`config.mk`:
```
export PLATFORM = sky130hd
export DESIGN_NAME = prio_arb_enc
export DESIGN_NICKNAME = d
export VERILOG_FILES = /design/src/rtl/prio_pkg.sv /design/src/rtl/prio_scan.sv /design/src/rtl/prio_arb_enc.sv
export SDC_FILE = /design/constraint.sdc
export NUM_CORES = 1
export LEC_CHECK = 0
export ABC_AREA = 1
export ABC_CLOCK_PERIOD_IN_PS = 2800
export CAP_MARGIN = 30
export CORE_AREA = 5 5 65 67
export CTS_BUF_LIST = sky130_fd_sc_hd__clkbuf_8 sky130_fd_sc_hd__clkbuf_16
export CTS_CLUSTER_DIAMETER = 30
export CTS_CLUSTER_SIZE = 8
export DETAILED_ROUTE_END_ITERATION = 8
export DIE_AREA = 0 0 70 72
export PLACE_DENSITY = 0.73
export SYNTH_ARGS = -nofsm -noshare
export SYNTH_HDL_FRONTEND = slang
export SYNTH_SLANG_ARGS = --single-unit
```
`constraint.sdc`:
```
create_clock -name clk -period 2.8 [get_ports clk]
set_input_delay 0.7 -clock clk [delete_from_list [all_inputs] [get_ports clk]]
set_output_delay 0.7 -clock clk [all_outputs]
set_load 0.005 [all_outputs]
```
`src/rtl/prio_pkg.sv`:
```
// ----------------------------------------------------------------------------
// prio_pkg
// Shared constants for the priority arbiter / encoder:
//   MODE_FIXED / MODE_RR : values of the 'mode' input
//   ST_IDLE / ST_HOLD    : encoding of the two-state grant FSM
//   safe_width()         : index width for an N-input request vector; never
//                          returns 0, so N=2 still gets a 1-bit index
// ----------------------------------------------------------------------------
package prio_pkg;

    localparam logic MODE_FIXED = 1'b0;
    localparam logic MODE_RR    = 1'b1;

    localparam logic ST_IDLE = 1'b0;
    localparam logic ST_HOLD = 1'b1;

    function automatic int safe_width(input int n);
        return (n <= 2) ? 1 : $clog2(n);
    endfunction

endpackage

```
`src/rtl/prio_scan.sv`:
```
// ----------------------------------------------------------------------------
// prio_scan
// Combinational winner search over a request vector.
//   req    [N-1:0] : request lines
//   start  [W-1:0] : first index examined in round-robin mode (must be < N)
//   mode           : MODE_FIXED (highest index wins) or MODE_RR (rotated scan)
//   any            : at least one request is set
//   idx    [W-1:0] : winning index (0 when no request)
//   onehot [N-1:0] : one-hot form of idx (all zeros when no request)
// ----------------------------------------------------------------------------
module prio_scan
    import prio_pkg::*;
#(
    parameter int N = 8,
    parameter int W = safe_width(N)
) (
    input  logic [N-1:0] req,
    input  logic [W-1:0] start,
    input  logic         mode,
    output logic         any,
    output logic [W-1:0] idx,
    output logic [N-1:0] onehot
);

    // Concatenating req with itself lets the rotated scan run as a straight
    // walk from 'start' over N consecutive bits, with no modulo inside the
    // loop. Offsets are walked from far to near so the nearest set bit is
    // the last assignment and therefore wins. A position in the upper copy
    // maps back to its index by subtracting N.
    logic [2*N-1:0] dbl;

    always_comb begin
        dbl = {req, req};
        any = |req;
        idx = '0;
        if (mode == MODE_RR) begin
            for (int off = N - 1; off >= 0; off--) begin
                if (dbl[int'(start) + off]) begin
                    if (int'(start) + off >= N) begin
                        idx = W'(int'(start) + off - N);
                    end else begin
                        idx = W'(int'(start) + off);
                    end
                end
            end
        end else begin
            for (int i = 0; i < N; i++) begin
                if (req[i]) begin
                    idx = W'(i);
                end
            end
        end
    end

    assign onehot = any ? (N'(1) << idx) : '0;

endmodule

```
`src/rtl/prio_arb_enc.sv`:
```
// ----------------------------------------------------------------------------
// prio_arb_enc
// Registered N-input priority encoder / arbiter with a valid/ready output.
//   clk, rst_n           : clock, asynchronous active-low reset
//   mode                 : 0 = fixed priority (req[N-1] highest), 1 = round-robin
//   req        [N-1:0]   : level-sensitive request vector
//   out_ready            : consumer accepts the presented grant
//   out_valid            : a grant is being presented
//   out_idx    [W-1:0]   : encoded winning index
//   out_onehot [N-1:0]   : one-hot form of out_idx, zero while out_valid is 0
// A grant is held unchanged until accepted; on acceptance the next winner
// may be loaded in the same cycle, giving one grant per clock.
// ----------------------------------------------------------------------------
module prio_arb_enc
    import prio_pkg::*;
#(
    parameter int N = 8,
    parameter int W = safe_width(N)
) (
    input  logic         clk,
    input  logic         rst_n,
    input  logic         mode,
    input  logic [N-1:0] req,
    input  logic         out_ready,
    output logic         out_valid,
    output logic [W-1:0] out_idx,
    output logic [N-1:0] out_onehot
);

    logic         state_q, state_d;
    logic [W-1:0] ptr_q, ptr_d;
    logic [W-1:0] idx_q, idx_d;
    logic [N-1:0] onehot_q, onehot_d;

    logic         accept;
    logic [W-1:0] ptr_acc;
    logic [W-1:0] scan_start;
    logic         scan_any;
    logic [W-1:0] scan_idx;
    logic [N-1:0] scan_onehot;

    // When the held grant is accepted this cycle, the pointer has already
    // conceptually moved past it, so the back-to-back winner must be
    // searched from the post-accept pointer rather than the stored one.
    // The wrap compares against N-1 so non-power-of-two N stays exact.
    always_comb begin
        accept     = (state_q == ST_HOLD) && out_ready;
        ptr_acc    = (idx_q == W'(N - 1)) ? '0 : idx_q + W'(1);
        scan_start = accept ? ptr_acc : ptr_q;
    end

    prio_scan #(
        .N (N),
        .W (W)
    ) u_scan (
        .req    (req),
        .start  (scan_start),
        .mode   (mode),
        .any    (scan_any),
        .idx    (scan_idx),
        .onehot (scan_onehot)
    );

    // IDLE loads the first winner; HOLD freezes everything until accepted,
    // then either reloads (back-to-back) or drops to IDLE clearing the
    // one-hot output.
    always_comb begin
        state_d  = state_q;
        ptr_d    = ptr_q;
        idx_d    = idx_q;
        onehot_d = onehot_q;
        if (state_q == ST_IDLE) begin
            if (scan_any) begin
                state_d  = ST_HOLD;
                idx_d    = scan_idx;
                onehot_d = scan_onehot;
            end
        end else if (out_ready) begin
            ptr_d = ptr_acc;
            if (scan_any) begin
                idx_d    = scan_idx;
                onehot_d = scan_onehot;
            end else begin
                state_d  = ST_IDLE;
                onehot_d = '0;
            end
        end
    end

    always_ff @(posedge clk or negedge rst_n) begin
        if (!rst_n) begin
            state_q  <= ST_IDLE;
            ptr_q    <= '0;
            idx_q    <= '0;
            onehot_q <= '0;
        end else begin
            state_q  <= state_d;
            ptr_q    <= ptr_d;
            idx_q    <= idx_d;
            onehot_q <= onehot_d;
        end
    end

    assign out_valid  = (state_q == ST_HOLD);
    assign out_idx    = idx_q;
    assign out_onehot = onehot_q;

endmodule

```
==> results_dict.tcl <==
set metrics [dict create \
    status "completed" \
    path_class "flip-flop to flip-flop" \
    placed_area_um2 2140 \
    worst_slack_ns 0.203 \
    ys.flop_type "dfrtp_1" \
    clock_skew_ns 0.00460 \
    grt_antenna_before_repair 0 \
    grt_pass1_vias 1718 \
    firstDrtPassIters 4 \
    synthCells 268 \
    period_needed_ns 2.60 \
    cp-start-kind "flip-flop" \
    port_buffers 23 \
    synth_top_area_frac 0.236 \
    tns_ns 0 \
    synth.most_common_cell "nand2_1" \
    cts_root_buffer "clkbuf_8" \
    start_util 0.462 \
    wl_per_cell_um 11.9 \
    cts_made_buffers 3 \
    r2r_end "out_onehot[4]" \
    yosysSeqAreaShare 0.227 \
    drive_gt1_frac 0.295 \
    cts_tree "built" \
    ant_nets 0 \
    syn_to_final_growth_pct 41.0 \
    ir_drop_mv 0.580 \
    r2r.worst_path.cells 24 \
    slew_viol_final 0 \
    routed_wl_um 4410 \
    ys.warnings.count 0 \
    clkLatencyLatePin_ns 0.25 \
    ys_types 24 \
    place_ws_ns -0.466 \
    drc 0 \
    hold_path_class "flip-flop to flip-flop" \
    synth_edf_count 0 \
    final_hold_viol_count 0 \
    design_area_um2 2330 \
    netlist_top_cells_count "104 x nand2_1, 39 x nand3_1, 34 x inv_1, 15 x dfrtp_1, 13 x nor2_1" \
    synth.area.top_cells "nand2_1 24%, dfrtp_1 23%, nand3_1 12%, inv_1 7.7%, nand2_4 6.1%" \
    dp_hpwl_um 3500 \
    synth_nets 285 \
    groute.usage.overall 0.178 \
    via_count 1803 \
    crit_end "out_onehot[4]" \
    clock_path_buffers 2 \
    cts.sinks 15 \
    netlist_area_um2 1650 \
    clk_pin_slew_ns 0.07 \
    die_x_um 70 \
    cap_violations 0 \
    ys_ff_latch 15 \
    rows 22 \
    grt_pass1_wl_um 7560 \
    reg2reg_slack_ns 0.20 \
    cp-end-kind "flip-flop" \
    max_freq_mhz 385 \
    finalCritPeriodShare 0.927 \
    reg2reg_from "out_idx[1]" \
    diodes 0 \
    syn_avg_cell_area_um2 6.17 \
    powerDensity_nw_per_um2 1410 \
    grt_max_degree 16 \
    drt_iter0_markers 147 \
    cp.arrival_ns 2.78 \
    via_per_inst 4.87 \
    maxSlewHeadroom 0.569 \
    core_um2 3580 \
    cellLeakagePower_nw 1.26 \
    nets 340 \
    grt-ovfl-total 0 \
    cp-startpoint "out_idx[1]" \
    yosysTopAreaCell "nand2_1" \
    cts_htree_levels 1 \
    critical_path_required_ns 2.99 \
    setup_violations 0 \
    gp_congestion 0.882 \
    die_area_um2 5040 \
    ioPinCount 24 \
    die_h_um 72 \
    worstMarginPinSlew_ns 0.645 \
    async_reset_ff_frac 1.00 \
    crit_path_max_fanout 6 \
]
## layer usage
layer	vias to the layer above	wire length (um)	GRT usage
met5	-	0	0
met4	0	85	0.0426
met3	10	147	0.0235
met2	37	2160	0.312
met1	808	2010	0.233
li1	948	-	-
## state kept, by name (all words and copies together) (netlist names)
name	count
ptr_q	3
out_onehot	8
out_valid	1
out_idx	3
## power breakdown
group          switching, W  internal (W)  leakage (nW)
Combinational       0.00159       0.00117          1.05
Sequential        0.0000457      0.000295         0.189
Clock             0.0000799     0.0000998        0.0217
## cell type report
cell class | instances | area, um2
fill | 318 | 1250
multi-input combinational | 210 | 1220
timing repair buffer | 53 | 470
sequential | 15 | 375
inverter | 40 | 158
tap | 48 | 60.1
clock buffer | 3 | 41.3
clock inverter | 1 | 7.51
## metrics by stage
| step | hold WS [ns] | total power (W) | utilization | cells |
|---|---|---|---|---|
| final | 0.485 | 0.00328 | 0.652 | 370 |
| after global routing | 0.514 | 0.00365 | 0.652 | 370 |
| after CTS | 0.490 | 0.00301 | 0.616 | 369 |
| after detailed placement | 0.464 | 0.00277 | 0.597 | 364 |
| after global placement | 0.464 | 0.00276 | 0.597 | 364 |
| after floorplan | 0.404 | 0.00206 | - | 268 |
## layout by cell type (no fill, tap or decap), types with 2 or more instances in the layout
cell type,synthesis,final
ha_4,0,3
nand2_1,104,98
buf_6,0,2
a21oi_1,5,5
o21ai_0,3,3
o21ai_4,0,2
nand3_4,2,2
inv_1,34,31
a21oi_2,2,2
nand2_4,9,11
nor2_2,4,3
o21ai_1,4,3
nor2_1,13,11
nor2_4,1,4
clkdlybuf4s50_1,0,22
nand4_1,2,2
nand2_2,7,11
ha_2,0,2
buf_4,0,27
dfrtp_1,15,15
nand3_2,6,10
clkbuf_8,0,3
inv_2,5,7
nand3_1,39,35
## worst min-delay path by stage
stage	to	slack [ns]	startpoint	depth (start not counted)
2_1_floorplan	out_idx[0]	0.40	rst_n	0
3_3_place_gp	out_onehot[3]	0.46	out_onehot[3]	2
3_5_place_dp	out_onehot[1]	0.46	out_onehot[1]	2
4_1_cts	out_onehot[3]	0.49	out_onehot[3]	2
5_1_grt	out_onehot[1]	0.51	out_onehot[1]	2
6_report	out_onehot[5]	0.49	out_onehot[5]	2
## kinds of logic after synthesis
logic type / Yosys count / synth area share
simple gates: 188 / 0.562
buf+inv: 43 / 0.112
compound gates: 17 / 0.0613
flops: 15 / 0.227
fa+ha+maj: 5 / 0.0378
## critical path, stage by stage, from the launching register on
cell and delay (ns):
dfrtp_1 0.39, ha_2 0.20, ha_4 0.17, nor2_1 0.18, nand2_4 0.09, nand2_4 0.07, ha_2 0.19, nand2_1 0.06
nand2_1 0.11, nand3_2 0.12, nand2_4 0.11, inv_2 0.04, nand2_1 0.05, nand2_1 0.04, nand2_1 0.05, nand2_1 0.04
nand2_1 0.05, nand2_1 0.05, nand2_1 0.06, nand3_2 0.08, nand2_4 0.13, inv_2 0.04, nor2_2 0.09, nand2_1 0.06
nand2_1 0.05
## repair_timing
item	CTS	global route
hold buffers	0	0
pin swaps	2	10
endpoints found under the setup margin	11	11
resized for setup	4	30
hold endpoints to repair	0	0
buffers inserted	1	1
(Power assumes the default switching activity.)
